[src/rtl/edid_pkg.sv]
`default_nettype none
// ============================================================================
//  Module      : edid_pkg
//  Description : Shared types and constants for the EDID capture block:
//                FSM state encoding, error codes and the fixed EDID header.
//  Revision    : 1.0  initial release
// ============================================================================
package edid_pkg;

   // Capture FSM states (3-bit encoding)
   typedef enum logic [2:0] {
      ST_IDLE    = 3'd0,
      ST_REQ     = 3'd1,
      ST_CAPTURE = 3'd2,
      ST_CHECK   = 3'd3,
      ST_DONE    = 3'd4,
      ST_ERROR   = 3'd5
   } state_t;

   // Values reported on err_code
   localparam logic [1:0] ERR_NONE    = 2'd0;
   localparam logic [1:0] ERR_NACK    = 2'd1;
   localparam logic [1:0] ERR_SHORT   = 2'd2;
   localparam logic [1:0] ERR_TIMEOUT = 2'd3;

   // Fixed EDID header, byte 0 in the most significant position
   localparam int          HDR_LEN  = 8;
   localparam logic [63:0] EDID_HDR = 64'h00FF_FFFF_FFFF_FF00;

   // Expected header byte at position idx (0..7)
   function automatic logic [7:0] hdr_byte(input logic [2:0] idx);
      return EDID_HDR[(63 - 8*int'(idx)) -: 8];
   endfunction

endpackage : edid_pkg
`default_nettype wire

[src/rtl/edid_buf.sv]
`default_nettype none
// ============================================================================
//  Module      : edid_buf
//  Description : DEPTH x 8 simple dual-port RAM. One synchronous write port,
//                one read port with a registered output (1-cycle latency).
//                A same-address read/write returns the previous contents.
//  Ports       : clk_i, rst_ni      clock / async active-low reset (output reg)
//                we_i, waddr_i,     write enable, address, data
//                wdata_i
//                raddr_i, rdata_o   read address, registered read data
//  Revision    : 1.0  initial release
// ============================================================================
module edid_buf #(
   parameter int DEPTH = 128,
   parameter int AW    = $clog2(DEPTH)
) (
   input  logic          clk_i,
   input  logic          rst_ni,
   input  logic          we_i,
   input  logic [AW-1:0] waddr_i,
   input  logic [7:0]    wdata_i,
   input  logic [AW-1:0] raddr_i,
   output logic [7:0]    rdata_o
);

   logic [7:0] mem_q [DEPTH];

   // Storage array carries no reset so it maps onto block RAM
   always_ff @(posedge clk_i) begin
      if (we_i) begin
         mem_q[waddr_i] <= wdata_i;
      end
   end

   // Read register sees the pre-write value on an address collision
   always_ff @(posedge clk_i or negedge rst_ni) begin
      if (!rst_ni) begin
         rdata_o <= 8'h00;
      end else begin
         rdata_o <= mem_q[raddr_i];
      end
   end

endmodule : edid_buf
`default_nettype wire

[src/rtl/edid_capture.sv]
`default_nettype none
// ============================================================================
//  Module      : edid_capture
//  Description : Requests one EDID block read from the I2C master, stores the
//                returned bytes, validates header and checksum and exposes
//                the block through a registered random-access read port.
//  Config      : EDID_RETRY_EN  - when defined, failed attempts are retried
//                up to MAX_RETRIES times before err is raised.
//  Ports       : clk_4MHz, rst_n                 clock, async active-low reset
//                start                           capture start pulse
//                req_valid/ready, req_dev,       read request to I2C master
//                req_offset, req_len
//                rx_valid, rx_data               received byte stream
//                xfer_done, xfer_nack            transfer status pulses
//                busy, done, err, err_code       capture status
//                header_ok, checksum_ok          block validation flags
//                rd_addr, rd_data                buffer read port (1 cycle)
//  Revision    : 1.0  initial release
// ============================================================================
module edid_capture
   import edid_pkg::*;
#(
   parameter int         BLOCK_BYTES    = 128,
   parameter logic [6:0] SLAVE_ADDR     = 7'h50,
   parameter int         TIMEOUT_CYCLES = 65535,
   parameter int         MAX_RETRIES    = 3
) (
   input  logic                           clk_4MHz,
   input  logic                           rst_n,
   input  logic                           start,
   output logic                           req_valid,
   input  logic                           req_ready,
   output logic [6:0]                     req_dev,
   output logic [7:0]                     req_offset,
   output logic [8:0]                     req_len,
   input  logic                           rx_valid,
   input  logic [7:0]                     rx_data,
   input  logic                           xfer_done,
   input  logic                           xfer_nack,
   output logic                           busy,
   output logic                           done,
   output logic                           err,
   output logic [1:0]                     err_code,
   output logic                           header_ok,
   output logic                           checksum_ok,
   input  logic [$clog2(BLOCK_BYTES)-1:0] rd_addr,
   output logic [7:0]                     rd_data
);

   localparam int AW = $clog2(BLOCK_BYTES);
   localparam int PW = AW + 1;                       // ptr must reach BLOCK_BYTES
   localparam int TW = $clog2(TIMEOUT_CYCLES + 1);
   localparam int RW = $clog2(MAX_RETRIES + 1) + 1;
   localparam logic [PW-1:0] PTR_FULL = PW'(BLOCK_BYTES);
   localparam logic [TW-1:0] TMO_MAX  = TW'(TIMEOUT_CYCLES);

`ifdef EDID_RETRY_EN
   localparam int RETRY_LIMIT = MAX_RETRIES;
`else
   localparam int RETRY_LIMIT = 0;
`endif

   state_t          state_q;
   logic [PW-1:0]   ptr_q,  ptr_d;
   logic [7:0]      sum_q,  sum_d;
   logic            hdr_q,  hdr_d;
   logic            ovf_q,  ovf_d;
   logic [TW-1:0]   tmo_q,  tmo_d;
   logic [RW-1:0]   retry_q;
   logic            wr_en;
   logic            rx_extra;

   // Byte-arrival bookkeeping; the FSM consumes these next values so a byte
   // arriving together with xfer_done is counted before the length check.
   always_comb begin
      wr_en    = (state_q == ST_CAPTURE) && rx_valid && (ptr_q != PTR_FULL);
      rx_extra = (state_q == ST_CAPTURE) && rx_valid && (ptr_q == PTR_FULL);
      ptr_d    = ptr_q;
      sum_d    = sum_q;
      hdr_d    = hdr_q;
      ovf_d    = ovf_q | rx_extra;
      tmo_d    = tmo_q + 1'b1;
      if (wr_en) begin
         ptr_d = ptr_q + 1'b1;
         sum_d = sum_q + rx_data;
         if (ptr_q < PW'(HDR_LEN) && rx_data != hdr_byte(ptr_q[2:0])) begin
            hdr_d = 1'b0;
         end
      end
   end

   // Main FSM with registered outputs. hdr_q starts at 1 ("all header
   // bytes matched so far") and is ANDed down as header bytes arrive.
   always_ff @(posedge clk_4MHz or negedge rst_n) begin
      if (!rst_n) begin
         state_q     <= ST_IDLE;
         ptr_q       <= '0;
         sum_q       <= '0;
         hdr_q       <= 1'b0;
         ovf_q       <= 1'b0;
         tmo_q       <= '0;
         retry_q     <= '0;
         req_valid   <= 1'b0;
         req_dev     <= '0;
         req_offset  <= '0;
         req_len     <= '0;
         busy        <= 1'b0;
         done        <= 1'b0;
         err         <= 1'b0;
         err_code    <= ERR_NONE;
         header_ok   <= 1'b0;
         checksum_ok <= 1'b0;
      end else begin
         case (state_q)
            ST_IDLE, ST_DONE, ST_ERROR: begin
               if (start) begin
                  state_q     <= ST_REQ;
                  ptr_q       <= '0;
                  sum_q       <= '0;
                  hdr_q       <= 1'b1;
                  ovf_q       <= 1'b0;
                  tmo_q       <= '0;
                  retry_q     <= '0;
                  req_valid   <= 1'b1;
                  req_dev     <= SLAVE_ADDR;
                  req_offset  <= 8'h00;
                  req_len     <= 9'(BLOCK_BYTES);
                  busy        <= 1'b1;
                  done        <= 1'b0;
                  err         <= 1'b0;
                  err_code    <= ERR_NONE;
                  header_ok   <= 1'b0;
                  checksum_ok <= 1'b0;
               end
            end

            ST_REQ: begin
               if (req_ready) begin
                  req_valid <= 1'b0;
                  state_q   <= ST_CAPTURE;
               end
            end

            ST_CAPTURE: begin
               logic       fail;
               logic [1:0] code;
               fail  = 1'b0;
               code  = ERR_NONE;
               ptr_q <= ptr_d;
               sum_q <= sum_d;
               hdr_q <= hdr_d;
               ovf_q <= ovf_d;
               tmo_q <= tmo_d;
               if (xfer_nack) begin
                  fail = 1'b1;
                  code = ERR_NACK;
               end else if (xfer_done) begin
                  if (ptr_d != PTR_FULL || ovf_d) begin
                     fail = 1'b1;
                     code = ERR_SHORT;
                  end else begin
                     state_q <= ST_CHECK;
                  end
               end else if (tmo_d == TMO_MAX) begin
                  fail = 1'b1;
                  code = ERR_TIMEOUT;
               end

               if (fail) begin
                  if (RETRY_LIMIT != 0 && int'(retry_q) < RETRY_LIMIT) begin
                     // Re-issue the request with fresh capture state
                     state_q   <= ST_REQ;
                     retry_q   <= retry_q + 1'b1;
                     ptr_q     <= '0;
                     sum_q     <= '0;
                     hdr_q     <= 1'b1;
                     ovf_q     <= 1'b0;
                     tmo_q     <= '0;
                     req_valid <= 1'b1;
                  end else begin
                     state_q  <= ST_ERROR;
                     busy     <= 1'b0;
                     err      <= 1'b1;
                     err_code <= code;
                  end
               end
            end

            ST_CHECK: begin
               header_ok   <= hdr_q;
               checksum_ok <= (sum_q == 8'h00);
               done        <= 1'b1;
               busy        <= 1'b0;
               state_q     <= ST_DONE;
            end

            default: begin
               state_q <= ST_IDLE;
               busy    <= 1'b0;
            end
         endcase
      end
   end

   edid_buf #(
      .DEPTH (BLOCK_BYTES),
      .AW    (AW)
   ) u_buf (
      .clk_i   (clk_4MHz),
      .rst_ni  (rst_n),
      .we_i    (wr_en),
      .waddr_i (ptr_q[AW-1:0]),
      .wdata_i (rx_data),
      .raddr_i (rd_addr),
      .rdata_o (rd_data)
   );

endmodule : edid_capture
`default_nettype wire

[config.mk]
export PLATFORM = sky130hd
export DESIGN_NAME = edid_capture
export DESIGN_NICKNAME = d
export VERILOG_FILES = /design/src/rtl/edid_pkg.sv /design/src/rtl/edid_buf.sv /design/src/rtl/edid_capture.sv
export SDC_FILE = /design/constraint.sdc
export NUM_CORES = 1
export LEC_CHECK = 0
export ABC_AREA = 1
export CAP_MARGIN = 30
export CORE_MARGIN = 1.5
export CORE_UTILIZATION = 24
export DETAILED_ROUTE_END_ITERATION = 8
export SLEW_MARGIN = 20
export SYNTH_ARGS = -nofsm -noshare
export SYNTH_HDL_FRONTEND = slang
export SYNTH_SLANG_ARGS = --single-unit
[constraint.sdc]
create_clock -name clk_4MHz -period 5.06 [get_ports clk_4MHz]
set_input_delay 1.012 -clock clk_4MHz [delete_from_list [all_inputs] [get_ports clk_4MHz]]
set_output_delay 1.012 -clock clk_4MHz [all_outputs]
set_load 0.05 [all_outputs]
==> key figures <==
Status
  – Status: finished clean

Flow run
  – Max_cap viols: 0

STA
  – Highest clock rate: 0.2808 GHz
  – Setup WS post-layout: 1.498 ns
  – Clk_skew: 0.04790 ns
  – Final worst path period need: 3.562 ns
  – Final hold vios: 0
  – Hold slack: 0.4691 ns
  – Unrepaired setup endpoints after global routing: no
  – Final period util: 70.39%
  – Slew @ Worst Pin: 1.044 ns
  – Final slew viol count: 0
  – Rel. slew slack: 30.43%
  – Setup TNS Final: 0 ns
  – # setup viols final: 0

Route
  – Final WL: 122500 µm
  – Routed len/inst: 19.90 µm
  – Starting DRC count in detailed routing: 3034
  – Via Count: 29020
  – Final antenna-violating net count: 0
  – Detailed Routing Iterations Pass 1: 6
  – # DRC: 0
  – Vias/cell: 4.713

Final layout
  – Register area: 32100 µm²
  – Final nets: 3639
  – Share of cells above drive strength 1: 6.827%
  – Fill cell count: 18780
  – Synthesis-to-layout area growth: 14.57%
  – Multi-input gate area: 10620 µm²
  – Post-Layout Cell Count: 6156
  – Final Util: 27.66%

Global routing
  – Global Route Usage Sum: 12.75%
  – First-pass GRT wire length: 181700 µm
  – Largest net degree at the start of global routing: 246
  – Number of global-route vias before repair: 28200
  – Initial antenna violation count: 3
  – GRT overflow: 0

Setup path
  – CP Launch Type: input pin
  – Register-to-Register Path Depth: 10
  – Most frequent CP cell: nor2_1
  – Slowest stage cell, crit path: clkinv_1
  – FF-to-FF End: u_buf.mem_q[117][6]$_DFFE_PP_
  – Worst EP required: 5.38 ns
  – Crit path cell chain: clkdlybuf4s50_1, nand2_2, nor2_8, nand2_1, nor2_1, clkinv_1, buf_4, nor2_1
  – Reg2Reg Setup Slack: 1.51 ns
  – Setup crit end kind: register
  – Crit-path max cell delay: 0.64 ns
  – Worst r2r src: state_q[1]$_DFFE_PN0P_
  – Crit path DAT: 3.88 ns
  – Crit path kind: in2reg
  – Worst Path Max Fanout: 10

Floorplan
  – FP Rows: 157
  – Die H: 432.1 µm
  – Placeable Area: 183100 µm²
  – DIE WIDTH: 432.1 µm
  – Die ar.: 186700 µm²
  – Ports: 62
  – Initial Util: 24.14%

Power
  – Leak: 16.03 nW
  – Seq pwr share: 50.4%
  – Combinational power share: 9.1%
  – Net Sw Frac: 24.50%
  – Int Pwr: 14.92 mW
  – Clock power share: 40.6%
  – VDD IR max: 0.2725 mV
  – PD cells: 390.1 nW/µm²
  – Net Switching: 4.840 mW

Yosys
  – Number of synthesized flops with an enable pin: 1024
  – Largest cells by area after synthesis: edfxtp_1, o21ai_0, nor2_1
  – Warnings, synthesis: 0
  – Netlist cell types: 45
  – Post-synthesis register bit count: 1078
  – Top cells by instance count after synthesis: edfxtp_1, nor2_1, o21ai_0
  – Most numerous cell in the Yosys netlist: edfxtp_1
  – Top_reg_cell synth: edfxtp_1
  – Post-synth top area share: 69.57%
  – Synth Cell Area: 44200 µm²
  – Cell count after synthesis: 3644
  – Asr flop ratio synth: 5.009%
  – Sequential cell area fraction in the yosys report: 72.63%
  – Top cell type by total area after synthesis: edfxtp_1
  – Mapped Avg Cell Area: 12.13 µm²

Placement
  – Dpl cells: 5957
  – PortBufs: 40
  – Detailed placer's ending HPWL: 72090 µm
  – RD Place Congestion: 0.8540
  – Pre-CTS WS: 0.7975 ns

Hold path
  – Min-delay worst type: in2async

Clock tree
  – H-tree Lvls: 3
  – Clock Latency Late Sink: 0.71 ns
  – Clk pin slew, worst setup/hold paths: 0.06 ns
  – CTS buffer count: 108
  – Clock Sinks: 1078
  – Cts hold-fix bufs: 0
  – CTS Buffer Depth: 3
  – Post-CTS sizing: 0
  – Post-CTS Setup Bufs: 0
  – TritonCTS clock tree: built
  – Clk root buf: clkbuf_16
## flip-flops by register name, summed over array words and instances, names as in the netlist
register,flops
u_buf.rdata_o,8
sum_q,8
tmo_q,16
checksum_ok,1
req_valid,1
err_code,2
done,1
req_dev,1
busy,1
err,1
hdr_q,1
header_ok,1
ptr_q,8
u_buf.mem_q,1024
ovf_q,1
state_q,3
## stage by stage
step                      power [mW]  instance area, µm²
after floorplan                11.22               44280
after global placement         11.93               47050
after detailed placement       11.93               47070
after CTS                      19.88               50610
after global routing           20.34               50640
final                          19.76               50640
## area by class of cell
type	count	share of cell area, %
Sequential cell	1078	63.39
Tap cell	2464	6.088
Timing Repair Buffer	92	1.865
Clock inverter	51	1.203
Multi-Input combinational cell	2237	20.96
Inverter	88	0.6992
Clock buffer	145	5.789
Antenna cell	1	0.004941
## power by group through the flow
stage	clock, mW	sequential, mW	combinational [mW]
after global routing	8.43	9.96	1.96
after floorplan	0	10.2	0.979
after global placement	0	10.1	1.79
after CTS	8.13	9.95	1.80
after detailed placement	0	10.1	1.79
final	8.01	9.95	1.79
## layout by cell type, fill, tap and decap left out, types with 14 or more instances in the layout
master | synthesis | layout
conb_1 | 1 | 21
clkbuf_16 | 0 | 108
nor2_1 | 750 | 750
clkinv_2 | 0 | 14
clkinv_1 | 2 | 17
nand2_1 | 346 | 346
buf_4 | 34 | 46
o22ai_1 | 271 | 271
inv_1 | 79 | 72
nand3_1 | 65 | 65
o211ai_1 | 88 | 88
edfxtp_1 | 1024 | 1024
or2_1 | 17 | 17
o21ai_0 | 580 | 580
clkdlybuf4s50_1 | 0 | 27
o21ai_1 | 24 | 24
dfrtp_1 | 54 | 54
clkbuf_1 | 144 | 28
## critical path: cells and delay by family
family / cells / cell delay, ns
buffers and inverters: 3 / 1.69
and+or+nand+nor: 5 / 1.18
## per-layer routing
metal	GRT usage (%)	vias to the layer above	part of all wire (%)
met2	21.26	1251	48
met5	0	-	0
met1	16.90	14430	41
met4	4.300	0	3.1
li1	-	13140	-
met3	1.831	193	7.2
## kinds of logic after synthesis
logic type	count (synthesis)	share of synthesized area [%]
other	1	0.008484
AOI/OAI and AO/OA	974	12.34
DFF	1078	72.63
adders and majority gates	12	0.3567
and+or+nand+nor	1224	11.02
buffers and inverters	349	3.527
xor gates and xnor gates	6	0.1189
## how the worst max path moves through the flow
stage / from / to / slack, ns / cells after the start
after detailed placement: rx_valid / u_buf.mem_q[117][6]$_DFFE_PP_ / 0.80 / 8
after global placement: rx_valid / u_buf.mem_q[29][4]$_DFFE_PP_ / 0.81 / 8
after CTS: state_q[1]$_DFFE_PN0P_ / u_buf.mem_q[117][6]$_DFFE_PP_ / 1.51 / 10
after floorplan: rx_valid / u_buf.mem_q[31][0]$_DFFE_PP_ / 2.42 / 7
after global routing: state_q[1]$_DFFE_PN0P_ / u_buf.mem_q[29][7]$_DFFE_PP_ / 1.30 / 10
final: rx_valid / u_buf.mem_q[117][6]$_DFFE_PP_ / 1.50 / 8
Power figures use the tool's default switching activity.
